[src/rtl/fetch_sequencer.sv]
// Fetch sequencer: owns the PC/nPC pair (delayed-branch model), drives the instruction memory address and
// registers the returned word toward decode. Define FETCH_COUNT_EN to add the FetchCount advance counter.
module fetch_sequencer #(
  parameter logic [31:0] RESET_ADDR = 32'h0000_0000,
  parameter logic [31:0] PC_STEP    = 32'd4
) (
  input  logic        Clk,
  input  logic        Reset,
  output logic [31:0] Address,
  input  logic [31:0] InstrIn,
  output logic [31:0] InstrOut,
  output logic [31:0] PCOut,
  output logic        InstrValid,
  input  logic        DecodeReady,
  input  logic        BranchTaken,
  input  logic [31:0] BranchTarget,
  input  logic        Halt,
  output logic        Halted
`ifdef FETCH_COUNT_EN
  ,
  output logic [31:0] FetchCount
`endif
);

  typedef enum logic [1:0] {
    ST_INIT,
    ST_RUN,
    ST_HALTED
  } state_e;

  state_e      state_q;
  logic [31:0] pc_q;
  logic [31:0] npc_q;
  logic [31:0] instr_q;
  logic [31:0] pcout_q;
  logic [31:0] target_q;
  logic        valid_q;
  logic        pend_q;
  logic        halt_q;
  logic        halted_q;
`ifdef FETCH_COUNT_EN
  logic [31:0] count_q;
`endif

  logic [31:0] branch_tgt;
  logic [31:0] npc_d;
  logic        halt_req;
  logic        slot_free;
  logic        advance;

  assign branch_tgt = BranchTarget & ~32'h3;

  // NOTE: the raw Halt input is folded in so a Halt arriving with a redirect stops fetch in that same cycle.
  assign halt_req  = halt_q | Halt;
  assign slot_free = ~valid_q | DecodeReady;
  assign advance   = (state_q == ST_RUN) & ~halt_req & slot_free;

  // A redirect arriving this cycle is newer than any latched pending target.
  always_comb begin
    npc_d = npc_q + PC_STEP;
    if (BranchTaken) begin
      npc_d = branch_tgt;
    end else if (pend_q) begin
      npc_d = target_q;
    end
  end

  // NOTE: reset is synchronous, so it lives inside the clocked block and every register gets a value.
  always_ff @(posedge Clk) begin
    if (Reset) begin
      state_q  <= ST_INIT;
      pc_q     <= RESET_ADDR;
      npc_q    <= RESET_ADDR + 32'd4;
      instr_q  <= '0;
      pcout_q  <= '0;
      target_q <= '0;
      valid_q  <= 1'b0;
      pend_q   <= 1'b0;
      halt_q   <= 1'b0;
      halted_q <= 1'b0;
`ifdef FETCH_COUNT_EN
      count_q  <= '0;
`endif
    end else begin
      if (Halt) begin
        halt_q <= 1'b1;
      end
      case (state_q)
        ST_INIT: begin
          state_q <= ST_RUN;
        end
        ST_RUN: begin
          if (advance) begin
            instr_q <= InstrIn;
            pcout_q <= pc_q;
            valid_q <= 1'b1;
            pc_q    <= npc_q;
            npc_q   <= npc_d;
            pend_q  <= 1'b0;
`ifdef FETCH_COUNT_EN
            count_q <= count_q + 32'd1;
`endif
          end else if (halt_req) begin
            // Halt waits until decode has taken the word currently held.
            if (slot_free) begin
              state_q  <= ST_HALTED;
              valid_q  <= 1'b0;
              halted_q <= 1'b1;
            end
          end else if (BranchTaken) begin
            pend_q   <= 1'b1;
            target_q <= branch_tgt;
          end
        end
        ST_HALTED: begin
          valid_q  <= 1'b0;
          halted_q <= 1'b1;
        end
        default: begin
          state_q <= ST_INIT;
        end
      endcase
    end
  end

  assign Address    = pc_q;
  assign InstrOut   = instr_q;
  assign PCOut      = pcout_q;
  assign InstrValid = valid_q;
  assign Halted     = halted_q;
`ifdef FETCH_COUNT_EN
  assign FetchCount = count_q;
`endif

endmodule

[config.mk]
export PLATFORM = sky130hd
export DESIGN_NAME = fetch_sequencer
export DESIGN_NICKNAME = d
export VERILOG_FILES = /design/src/rtl/fetch_sequencer.sv
export SDC_FILE = /design/constraint.sdc
export NUM_CORES = 1
export LEC_CHECK = 0
export CORE_ASPECT_RATIO = 1.75
export CORE_MARGIN = 2
export CORE_UTILIZATION = 49
export DETAILED_ROUTE_END_ITERATION = 10
export PLACE_DENSITY = 0.81
export SKIP_CTS_REPAIR_TIMING = 1
export SYNTH_ARGS = -nofsm -noshare
export SYNTH_HDL_FRONTEND = slang
export SYNTH_SLANG_ARGS = --single-unit
export TNS_END_PERCENT = 50
[constraint.sdc]
create_clock -name Clk -period 2.4 [get_ports Clk]
set_clock_uncertainty 0.1 [all_clocks]
set_input_delay 0.36 -clock Clk [delete_from_list [all_inputs] [get_ports Clk]]
set_output_delay 0.36 -clock Clk [all_outputs]
set_load 0.01 [all_outputs]
==> flow_metrics.env <==
export IMPL_status="finished clean"
export IMPL_ys_flop_type="dfxtp_1"
export IMPL_nNetsFinal=1110
export IMPL_clock_latency_ps=420
export IMPL_utilization_pct=69.3
export IMPL_routabilityCongestion=0.850
export IMPL_holdCritStartpoint="Reset"
export IMPL_vias_per_cell=5.43
export IMPL_avgSynthCellArea_sq_um=7.57
export IMPL_start_util_pct=50.2
export IMPL_slew_headroom_pct=59.0
export IMPL_htree_levels=4
export IMPL_clock_sinks=158
export IMPL_rsz0062_at_grt="false"
export IMPL_holdWs_ps=330
export IMPL_cp_end_kind="register"
export IMPL_grt_overflow=0
export IMPL_worstPathRequired_ps=2660
export IMPL_cpMostUsedCell="or4_1"
export IMPL_m1WireLength_um=7600
export IMPL_critPathBufInv=0
export IMPL_die_w_um=92.5
export IMPL_synth_async_reset_ratio_pct=0
export IMPL_ir_drop_v=0.000474
export IMPL_antenna_found_initial=0
export IMPL_ys_ff_latch=158
export IMPL_path_cells="nand3_1 -> or4_1 -> or4_1 -> a21oi_1 -> o221a_1"
export IMPL_met3_wirelength_um=1000
export IMPL_syn2layout_area_growth_pct=38.0
export IMPL_grt_pass1_wl_um=29900
export IMPL_cts_tree="done"
export IMPL_yosysSeqAreaShare_pct=47.1
export IMPL_drc_errors=0
export IMPL_drt_iter0_drc=488
export IMPL_fin_crit_ps=2260
export IMPL_hp_class="input port to register"
export IMPL_critPathKind="register to register"
export IMPL_cts_buffer_depth=2
export IMPL_hpwl_um=12500
export IMPL_ys_types=56
export IMPL_grt_use_total_pct=24.8
export IMPL_grt_pass1_vias=6134
export IMPL_fp_row_count=56
export IMPL_wl_um=18500
export IMPL_root_buffer="clkbuf_16"
export IMPL_hold_violations=0
export IMPL_post_route_period_util_pct=94.1
export IMPL_tightestPinTransition_ps=610
export IMPL_wl_per_cell_um=15.1
export IMPL_drv_cap=0
export IMPL_worstPathMaxFanout=10
export IMPL_crit_path_start_kind="register"
export IMPL_synth_edf_count=0
export IMPL_crit_slowest_cell="or4_1"
export IMPL_regArea_sq_mm=0.00316
export IMPL_setup_tns_final_ps=0
export IMPL_netlist_area_sq_mm=0.00672
export IMPL_core_area_sq_mm=0.0134
export IMPL_slowest_delay_ps=690
export IMPL_crit_family="simple AND/OR/NAND/NOR gates"
export IMPL_firstDrtPassIters=5
export IMPL_die_height_um=159
export IMPL_drive_above_1_share_pct=8.36
export IMPL_syn_inst=887
export IMPL_nFillCells=1124
export IMPL_startpoint="npc_q[17]$_SDFFE_PP0P_"
export IMPL_cp_arrival_ps=2520
export IMPL_grt_max_degree=74
export IMPL_clkTransAtPathRegs_ps=70
export IMPL_p_leak_nw=3.12
export IMPL_port_buffers=160
export IMPL_r2r_start="npc_q[17]$_SDFFE_PP0P_"
export IMPL_die_area_sq_mm=0.0147
export IMPL_wl_met2_um=9300
export IMPL_multi_input_area_sq_mm=0.00323
export IMPL_fmax_ghz=0.443
export IMPL_top_layer="met4"
export IMPL_setup_violations=0
export IMPL_yosysWarningCount=0
export IMPL_diodes=0
export IMPL_ant_nets=0
export IMPL_num_io_pins=167
export IMPL_powerDensity_mw_per_mm2=657
export IMPL_slew_viol_final=0
export IMPL_cts_made_buffers=17
export IMPL_vias=6665
[logic make-up (layout without fill, tap and decap cells)]
family / count (synthesis) / after routing / share of synthesized area, %
compound gates: 245 / 245 / 20.8
buf+inv: 85 / 248 / 5.18
other cells: 1 / 4 / 0.0558
simple gates: 382 / 382 / 24.5
fa+ha+maj: 1 / 1 / 0.186
flops: 158 / 158 / 47.1
xor+xnor: 5 / 5 / 0.652
mux: 10 / 10 / 1.53
[worst reg2reg max path: cells and delay by family (launching register included)]
kind	cells	cell delay [ps]
AND/OR/NAND/NOR	3	1340
flip-flops	1	420
AO/OA/AOI/OAI	2	350
[cell usage in the layout, fill, tap and decap left out, types with 6 or more instances in the layout]
cell type	n
o211ai_1	6
or3_1	6
a211oi_1	10
inv_1	9
o21ai_0	32
mux2i_1	8
clkbuf_16	17
clkdlybuf4s50_1	159
and3_1	8
nand3_1	16
buf_4	41
a21oi_1	160
a31oi_1	6
nand2_1	282
nand2b_1	7
nor3_1	6
nand4_1	7
buf_12	6
nor2_1	24
dfxtp_1	158
[stage by stage]
step                power, mW  setup WS [ps]  cell area, sq um  std cells
floorplan                3.09            279              6730        890
global placement         3.39            145              8660       1195
detailed placement       3.40            109              8660       1195
CTS                      6.14            177              9270       1227
global route             6.31           42.5              9270       1227
finish                   6.09            142              9270       1227
[final timing paths]
check,end,slack (ps),cells after the start
setup / recovery,npc_q[22]$_SDFFE_PP0P_,140,5
hold / removal,npc_q[14]$_SDFFE_PP0P_,330,2
setup reg to reg,npc_q[22]$_SDFFE_PP0P_,140,5
hold reg to reg,target_q[17]$_SDFFE_PP0P_,350,2
[synthesized netlist by cell type (4+ instances only)]
cell	count	share of area (%)
mux2i_1	8	1.2
a21oi_1	160	12
nand3_1	16	1.2
nand2b_1	7	0.65
or4_1	5	0.56
nor4_1	5	0.47
nor2_1	24	1.3
buf_2	11	0.82
o211ai_1	6	0.67
o21ai_0	32	2.4
xor2_1	4	0.52
buf_1	7	0.39
and3_1	8	0.75
buf_4	4	0.45
nand2_1	283	16
dfxtp_1	158	47
or3_1	6	0.56
nand4_1	7	0.65
a311oi_1	5	0.65
clkbuf_1	53	3.0
nor3_1	6	0.45
a31oi_1	6	0.56
a211oi_1	10	1.1
inv_1	9	0.50
[area by class of cell]
type / instances / area share [%]
Sequential cell: 158 / 34.1
Timing Repair Buffer: 206 / 21.8
Clock buffer: 18 / 4.63
Inverter: 10 / 0.405
Tap cell: 174 / 2.35
Multi-Input combinational cell: 647 / 34.8
Clock inverter: 14 / 1.90
[metal layers]
layer | global-route usage (%) | up-vias
met4 | 11.3 | 0
met1 | 30.6 | 3049
met3 | 4.51 | 51
met2 | 41.5 | 234
met5 | 0 | -
li1 | - | 3331
[power breakdown]
| part | internal, mW | total, mW | switching [mW] |
|---|---|---|---|
| clock | 1.58 | 2.74 | 1.17 |
| sequential | 2.68 | 2.73 | 0.0511 |
| combinational | 0.293 | 0.616 | 0.322 |
| total | 4.55 | 6.09 | 1.54 |
[sequential cells by signal, indices dropped and copies added, names as in the netlist]
| name | flops |
|---|---|
| pend_q | 1 |
| halt_q | 1 |
| Address | 30 |
| InstrOut | 32 |
| InstrValid | 1 |
| PCOut | 30 |
| Halted | 1 |
| state_q | 2 |
| target_q | 30 |
| npc_q | 30 |
Note: power is estimated with default switching activity, not from simulation.
